$ cat src/rtl/fft_pkg.sv
// Shared types and helpers for the FFT datapath blocks.
package fft_pkg;

  localparam int FFT_N = 3;
  localparam int FFT_W = 16;

  // Complex fixed-point sample; re occupies the upper half when packed.
  typedef struct packed {
    logic signed [FFT_W-1:0] re;
    logic signed [FFT_W-1:0] im;
  } cpx_fix_t;

  typedef enum logic {
    WR_IDLE,
    WR_FILL
  } wr_state_t;

  typedef enum logic {
    RD_IDLE,
    RD_RUN
  } rd_state_t;

  // Reverse the low n bits of idx. Upper bits of the result are zero.
  function automatic logic [FFT_N-1:0] bitrev(input logic [FFT_N-1:0] idx,
                                              input int unsigned n);
    logic [FFT_N-1:0] rev;
    for (int i = 0; i < FFT_N; i++) begin
      rev[i] = idx[FFT_N-1-i];
    end
    return rev >> (FFT_N - n);
  endfunction

endpackage

$ cat src/rtl/fft_reorder_bank.sv
// Ping-pong sample store: simple dual-port RAM holding two frames.
// Address is {bank, offset}; read data is registered (1 clk latency).
import fft_pkg::*;

module fft_reorder_bank #(
  parameter int N = FFT_N,
  parameter int W = FFT_W
) (
  input  logic           clk,
  input  logic           we,
  input  logic [N:0]     wr_addr,
  input  logic [2*W-1:0] wr_data,
  input  logic [N:0]     rd_addr,
  output logic [2*W-1:0] rd_data
);

  logic [2*W-1:0] mem [2**(N+1)];

  // One write port and one registered read port; contents are never cleared.
  always_ff @(posedge clk) begin
    if (we) begin
      mem[wr_addr] <= wr_data;
    end
    rd_data <= mem[rd_addr];
  end

endmodule

$ cat src/rtl/fft_reorder.sv
// Converts bit-reversed FFT output frames into natural order using a
// ping-pong buffer, so consecutive frames stream without gaps.
import fft_pkg::*;

module fft_reorder #(
  parameter int N = FFT_N,
  parameter int W = FFT_W
) (
  input  logic                clk,
  input  logic                rst,
  input  logic signed [W-1:0] ip_re,
  input  logic signed [W-1:0] ip_im,
  input  logic                start_ip,
  output logic signed [W-1:0] op_re,
  output logic signed [W-1:0] op_im,
  output logic [N-1:0]        op_idx,
  output logic                op_valid,
  output logic                start_op
);

  localparam logic [N-1:0] LAST = '1;

  wr_state_t      wr_state, wr_state_next;
  logic [N-1:0]   wr_cnt, wr_cnt_next;
  logic           wr_bank, wr_bank_next;
  logic           wr_en;
  logic [N-1:0]   wr_idx;
  logic           frame_done;

  rd_state_t      rd_state, rd_state_next;
  logic [N-1:0]   rd_cnt, rd_cnt_next;
  logic           rd_bank, rd_bank_next;
  logic           rd_armed;

  logic           rd_vld_q;
  logic [N-1:0]   rd_idx_q;
  logic [2*W-1:0] rd_data;
  cpx_fix_t       rd_cpx;

  // Write side: a start always restarts at sample 0 in the current bank, which
  // discards any partial frame; the bank only flips once a frame is complete.
  always_comb begin
    wr_state_next = wr_state;
    wr_cnt_next   = wr_cnt;
    wr_bank_next  = wr_bank;
    wr_en         = 1'b0;
    wr_idx        = wr_cnt;
    frame_done    = 1'b0;
    if (start_ip) begin
      wr_en         = 1'b1;
      wr_idx        = '0;
      wr_cnt_next   = N'(1);
      wr_state_next = WR_FILL;
    end else if (wr_state == WR_FILL) begin
      wr_en       = 1'b1;
      wr_cnt_next = wr_cnt + 1'b1;
      if (wr_cnt == LAST) begin
        frame_done    = 1'b1;
        wr_bank_next  = ~wr_bank;
        wr_state_next = WR_IDLE;
      end
    end
  end

  // Write-side state register.
  always_ff @(posedge clk) begin
    if (rst) begin
      wr_state <= WR_IDLE;
      wr_cnt   <= '0;
      wr_bank  <= 1'b0;
    end else begin
      wr_state <= wr_state_next;
      wr_cnt   <= wr_cnt_next;
      wr_bank  <= wr_bank_next;
    end
  end

  // A completed frame arms the read of the bank just filled. Frames complete at
  // most once every L cycles, so arming never lands mid-read: it either starts
  // from idle or coincides with the last read of the previous frame.
  assign rd_armed = frame_done;

  // Read side: walk offsets 0..L-1 of the armed bank in natural order.
  always_comb begin
    rd_state_next = rd_state;
    rd_cnt_next   = rd_cnt;
    rd_bank_next  = rd_bank;
    if (rd_armed) begin
      rd_state_next = RD_RUN;
      rd_cnt_next   = '0;
      rd_bank_next  = wr_bank;
    end else if (rd_state == RD_RUN) begin
      rd_cnt_next = rd_cnt + 1'b1;
      if (rd_cnt == LAST) begin
        rd_state_next = RD_IDLE;
      end
    end
  end

  // Read-side state register.
  always_ff @(posedge clk) begin
    if (rst) begin
      rd_state <= RD_IDLE;
      rd_cnt   <= '0;
      rd_bank  <= 1'b0;
    end else begin
      rd_state <= rd_state_next;
      rd_cnt   <= rd_cnt_next;
      rd_bank  <= rd_bank_next;
    end
  end

  fft_reorder_bank #(
    .N(N),
    .W(W)
  ) u_bank (
    .clk     (clk),
    .we      (wr_en),
    .wr_addr ({wr_bank, bitrev(wr_idx, N)}),
    .wr_data ({ip_re, ip_im}),
    .rd_addr ({rd_bank, rd_cnt}),
    .rd_data (rd_data)
  );

  assign rd_cpx = rd_data;

  // Delay valid and index alongside the RAM's registered read.
  always_ff @(posedge clk) begin
    if (rst) begin
      rd_vld_q <= 1'b0;
      rd_idx_q <= '0;
    end else begin
      rd_vld_q <= (rd_state == RD_RUN);
      rd_idx_q <= rd_cnt;
    end
  end

  // Output register; sample and index hold their last value between frames.
  always_ff @(posedge clk) begin
    if (rst) begin
      op_re    <= '0;
      op_im    <= '0;
      op_idx   <= '0;
      op_valid <= 1'b0;
      start_op <= 1'b0;
    end else begin
      op_valid <= rd_vld_q;
      start_op <= rd_vld_q && (rd_idx_q == '0);
      if (rd_vld_q) begin
        op_re  <= rd_cpx.re;
        op_im  <= rd_cpx.im;
        op_idx <= rd_idx_q;
      end
    end
  end

endmodule
$ cat config.mk
export PLATFORM = sky130hd
export DESIGN_NAME = fft_reorder
export DESIGN_NICKNAME = d
export VERILOG_FILES = /design/src/rtl/fft_pkg.sv /design/src/rtl/fft_reorder_bank.sv /design/src/rtl/fft_reorder.sv
export SDC_FILE = /design/constraint.sdc
export NUM_CORES = 1
export LEC_CHECK = 0
export CORE_ASPECT_RATIO = 1.5
export CORE_MARGIN = 2
export CORE_UTILIZATION = 49
export DETAILED_ROUTE_END_ITERATION = 12
export GPL_TIMING_DRIVEN = 0
export PLACE_DENSITY = 0.64
export SLEW_MARGIN = 20
export SYNTH_ARGS = -nofsm -noshare
export SYNTH_HDL_FRONTEND = slang
export SYNTH_HIERARCHICAL = 1
export SYNTH_SLANG_ARGS = --single-unit
$ cat constraint.sdc
create_clock -name clk -period 12.13 [get_ports clk]
set_input_delay 2.426 -clock clk [delete_from_list [all_inputs] [get_ports clk]]
set_output_delay 2.426 -clock clk [all_outputs]
set_load 0.005 [all_outputs]
Word level (Yosys, flattened, before mapping)
Memory sizes are Yosys's and may differ from the RTL's. A register that Yosys moved wholly into a read port is not among the register bits.
Index checks and enable logic that the tools add are counted.
{ "word_totals": {"mem_bits_rw": 512, "output_inout_bits": 37, "elab_cells": 43, "regBits": 51, "inputBits": 35, "n_memories": 1} }
{ "classes": {"eq_ne": 2, "n_addsub": 2, "bitwise_logic": 2, "muxes": 16, "reduce_logical": 6} }
{ "mem_list": {"columns": ["memory", "depth", "width", "rd", "rd_ports_with_merged_regs", "write_ports", "line", "source"], "rows": [
  ["u_bank.mem", 16, 32, 1, 1, 1, "fft_reorder_bank.sv:17", "logic [2*W-1:0] mem [2**(N+1)];"]
]} }
{ "op_table": {"columns": ["op", "n"], "rows": [
  ["2-to-1 mux 1 bit", 15],
  ["adder 3 x 1 -> 3 bit (second input constant)", 2],
  ["== test 3 bit (second input constant)", 2],
  ["OR reduction 2 bit", 2],
  ["zero test 3 bit", 1],
  ["2-to-1 mux 3 bit", 1],
  ["AND reduction 3 bit", 1],
  ["NOT 1 bit", 2],
  ["nonzero test 2 bit", 1],
  ["logical AND 1 bit", 1]
]} }

Logic depth before layout (Yosys ltp)
{ "depth": {"depth_word": 5, "mapped_depth": 5, "mapped_depth_nobuf": 4} }

Modules after synthesis
Netlist, hierarchy kept.
{ "by_module_without_submodules": {"columns": ["module", "area_each_um2", "seq_area_each_um2", "n_inst", "cells_per_inst"], "rows": [
  ["fft_reorder_bank", 19854.0, 16015.4, 1, 838],
  ["fft_reorder", 1890.6, 1021.0, 1, 169]
]} }

Least setup slack after synthesis
OpenSTA, ideal clock, no wires.
{ "synth_path": {"path_kind": "input to register", "start": "in start_ip", "end": "mem u_bank/mem[0][0] (netlist bit) (enable)", "n_path_buf": 0, "stages": 3, "setup_ns": 0.461, "arrival_time_ns": 5.360, "required_ns": 11.669, "path_slack_ns": 6.309, "cell_sequence": "and2b_2 > or3b_2 > nor3_1"} }
{ "synth_between": {"elab_chain_len": 3, "elab_cells_between_ends": 4, "cone_classes": "mux: 4"} }
{ "synth_rtl": {"columns": ["item", "line", "source"], "rows": [
  ["from (decl)", "fft_reorder.sv:13", "input logic start_ip,"],
  ["2-to-1 mux 1 bit", "fft_reorder.sv:49", "if (start_ip) begin"],
  ["2-to-1 mux 1 bit", "fft_reorder_bank.sv:21", "if (we) begin"],
  ["2-to-1 mux 1 bit (not written as such)", "fft_reorder_bank.sv:22", "mem[wr_addr] <= wr_data;"],
  ["to (decl)", "fft_reorder_bank.sv:17", null]
]} }
Parallel ways exist; a longest one is shown, timed or not.

Worst setup path after layout
{ "layout_path": {"start": "in start_ip", "end": "mem u_bank/mem[0][18] (netlist bit) (enable)"} }
{ "layout_between": {"elab_cells_between_ends": 4, "cone_classes": "mux: 4"} }
{ "layout_rtl": {"columns": ["item", "line", "source"], "rows": [
  ["2-to-1 mux 3 bit", "fft_reorder.sv:49", null],
  ["named net wr_idx[0]", "fft_reorder.sv:27", "logic [N-1:0] wr_idx;"]
]} }
The timed path passes the listed nets, and every way through them passes these cells.

==> results.toml <==
[floorplanning]
fp-row-count = 94
dieArea_mm2 = 0.0461
initial_core_util = 0.496
die-height_um = 262
core_mm2 = 0.0439
die_w_um = 176
ios = 72

[global_route]
grt_pass1_wl_um = 68600
grt_pass1_vias = 10860
antenna_found_initial = 1
grt_use_met2 = 0.356
use_met3 = 0.0291
grt_use_met1 = 0.271
grt-busiest-layer = "met2"
grt_overflow = 0
grt_max_degree = 19
grt_usage = 0.205

[sta]
setup_violations = 0
worst_slew_pin_slew_ns = 0.921
rsz0062_at_grt = "false"
fin_crit_sh = 0.394
hold_violations = 0
fin_ws_ns = 7.36
max_freq_mhz = 209
max_slew_margin = 0.386
fin_crit_ns = 4.77
skew_ns = 0.0258
setup_tns_ns = 0
finalMaxSlewViolations = 0

[routing]
detail-route-antenna-nets = 0
drtIter0Drc = 908
wl_per_cell_um = 25.7
drt-vias-per-instance = 5.79
first_pass_iters = 5
drt-total-wl_um = 46000
vias = 10382
drc = 0

[place]
place_congestion = 0.712
place_inst = 1691
dp_slack_ns = 6.80
dpl_cell_area_mm2 = 0.0239
dpl.hpwl_um = 29800
port_buffers = 71

[clocking]
cts_buffers = 54
cts_hold_buf = 0
post_cts_buffers = 0
clockRootBuffer = "clkbuf_16"
clk_latency_ns = 0.59
cts.sinks = 595
cts_tree = "built"
max-clock-path-buffers = 3
cts-resized-gates = 0
cts_max_level = 2
path_clk_slew_ns = 0.06

[worst_setup_path]
cp_slowest_cell = "clkdlybuf4s50_1"
crit_type = "input pin to register"
endpoint_kind = "register"
rrSetupSlack_ns = 9.44
crit_path_start_kind = "input pin"
arrival_ns = 5.04
crit_fanout = 9
path_buf_inv = 3
critical-path-max-stage-delay_ns = 0.61
r2r-start = "wr_state$_SDFF_PP0_"
crit_family = "simple AND/OR/NAND/NOR gates"
path_common_cell = "buf_4"
worstPathCellList = "clkdlybuf4s50_1 > and2b_2 > or3b_2 > nor3_2 > buf_4 > buf_4"
r2r-end = "u_bank/mem[0][18]$_DFFE_PP_"
worstPathRequired_ns = 12.40
worst_r2r_path_depth = 6

[power_and_ir_drop]
pwr-share-clk = 0.413
leakage_nw = 8.03
combPwrFrac = 0.022
power.share.sequential = 0.565
p_int_mw = 3.22
power.switching_uw = 770
swShare = 0.193
ir_drop_mv = 0.115
p_per_area_mw_per_mm2 = 156

[final_layout]
fin_area_mm2 = 0.0256
final_cells = 1792
area_delta_synth_final_pct = 17.8
layout-drive-gt1-share = 0.242
fillers = 3181
nets = 1210
num_antenna_cells = 0

[flow_run]
drv_cap = 0

[yosys]
synth_seq_area_share = 0.783
yosys_warnings = 6
synth_commonest_cells = "512 x edfxtp_1, 128 x mux4_2, 83 x dfxtp_1, 64 x a22oi_1, 48 x nor2_1"
synth-main-ff-cell = "edfxtp_1"
synthesis.nets = 1046
synth_edf_count = 512
synth_cell_type_count = 29
async_flop_share = 0
synth_area_leaders = "edfxtp_1 71%, mux4_2 13%, dfxtp_1 7.6%"
yosysMostFrequentCell = "edfxtp_1"
synth_top_area_cell = "edfxtp_1"
synth_top_area_share = 0.707
netlist_area_mm2 = 0.0217
synth_cells = 1007
syn_area_per_cell_um2 = 21.6
ys_seq_elements = 595

[hold_path]
min-delay-start = "rd_idx_q[2]$_SDFF_PP0_"
hold_end = "start_op$_SDFF_PP0_"
hp-class = "register to register"
min_path_cells = 1

[outcome]
status = "finished clean"
[flip-flops by register name (all words and copies together), names as in the netlist]
register,count
op_idx,3
op_im,16
op_re,16
op_valid,1
rd_bank,1
rd_cnt,3
rd_idx_q,3
rd_state,1
rd_vld_q,1
start_op,1
u_bank/mem,512
u_bank/rd_data,32
wr_bank,1
wr_cnt,3
wr_state,1
[layout make-up]
| type | count | area [µm²] | share of cell area |
|---|---|---|---|
| Clock inverter | 19 | 149 | 0.00581 |
| Tap cell | 576 | 721 | 0.0281 |
| Buffer | 53 | 308 | 0.0120 |
| Clock buffer | 82 | 1570 | 0.0613 |
| Multi-Input combinational cell | 358 | 4510 | 0.176 |
| Sequential cell | 595 | 17000 | 0.665 |
| Inverter | 1 | 3.75 | 0.000147 |
| Timing Repair Buffer | 108 | 1320 | 0.0513 |
[layer usage]
layer  share of wire  vias up
met2            0.52      321
met4           0.027        2
met3           0.052       71
li1                -     4467
met5         0.00024        -
met1            0.40     5521
[worst reg2reg max path, cell delays in order (launching register included)]
cell	delay, ns
dfxtp_1	0.31
buf_2	0.18
or2_2	0.18
or3b_2	0.58
nor3_2	0.58
buf_4	0.32
buf_4	0.22
[power by group through the flow]
stage	Clock, mW	Combinational, mW	Sequential, mW
after floorplan	0	0.0357	2.30
after global placement	0	0.0802	2.30
after detailed placement	0	0.0885	2.30
after CTS	1.68	0.0889	2.25
after global routing	1.76	0.0950	2.25
final	1.65	0.0873	2.25
[placed cells by master, fill, tap and decap left out, types with 2 or more instances in the layout]
| cell | synthesis | layout |
|---|---|---|
| mux2i_1 | 41 | 41 |
| nor2b_1 | 6 | 6 |
| buf_16 | 0 | 12 |
| bufinv_16 | 0 | 2 |
| a21oi_1 | 3 | 3 |
| nand2_1 | 33 | 33 |
| nor2_1 | 48 | 36 |
| inv_6 | 0 | 3 |
| buf_2 | 9 | 9 |
| nand2b_1 | 6 | 6 |
| ha_1 | 4 | 4 |
| buf_8 | 3 | 3 |
| buf_4 | 11 | 27 |
| buf_12 | 0 | 6 |
| nor3_2 | 0 | 4 |
| buf_1 | 9 | 9 |
| nor3_1 | 9 | 5 |
| dfxtp_1 | 83 | 83 |
| nor2_4 | 0 | 12 |
| clkbuf_2 | 0 | 2 |
| or2_2 | 2 | 2 |
| a22oi_1 | 64 | 64 |
| buf_6 | 3 | 6 |
| clkdlybuf4s50_1 | 0 | 71 |
| clkinv_2 | 0 | 8 |
| edfxtp_1 | 512 | 512 |
| clkbuf_1 | 18 | 34 |
| nand3b_1 | 3 | 3 |
| mux4_2 | 128 | 128 |
| xnor2_1 | 2 | 2 |
| clkbuf_16 | 0 | 55 |
| clkinv_1 | 0 | 6 |
| clkbuf_8 | 0 | 9 |
| and2b_2 | 3 | 3 |
[stage by stage]
stage | hold slack (ns) | util | total power, mW
finish | 0.443 | 0.584 | 3.99
global placement | 0.436 | 0.528 | 2.38
detailed placement | 0.436 | 0.545 | 2.39
floorplan | 0.414 | - | 2.33
global route | 0.461 | 0.584 | 4.10
CTS | 0.448 | 0.584 | 4.03
[cell families after synthesis]
kind of cell | Yosys count | share of synthesized area
AO/OA/AOI/OAI | 67 | 0.0228
XOR/XNOR | 2 | 0.000806
adder cells (fa/ha/maj) | 4 | 0.00230
buffers and inverters | 54 | 0.0143
flip-flops | 595 | 0.783
multiplexers | 169 | 0.151
AND/OR/NAND/NOR | 116 | 0.0249
[worst max-delay path by stage]
stage                     slack (ns)      from                           to  cells past startpoint
final                           7.36  start_ip  u_bank/mem[0][18]$_DFFE_PP_                      6
after global routing            7.28  start_ip  u_bank/mem[0][18]$_DFFE_PP_                      6
after CTS                       7.39  start_ip  u_bank/mem[0][18]$_DFFE_PP_                      6
after detailed placement        6.80  start_ip  u_bank/mem[0][18]$_DFFE_PP_                      6
after global placement          2.89  start_ip  u_bank/mem[8][19]$_DFFE_PP_                      4
after floorplan                 6.31  start_ip   u_bank/mem[0][0]$_DFFE_PP_                      3
Power figures use the tool's default switching activity.
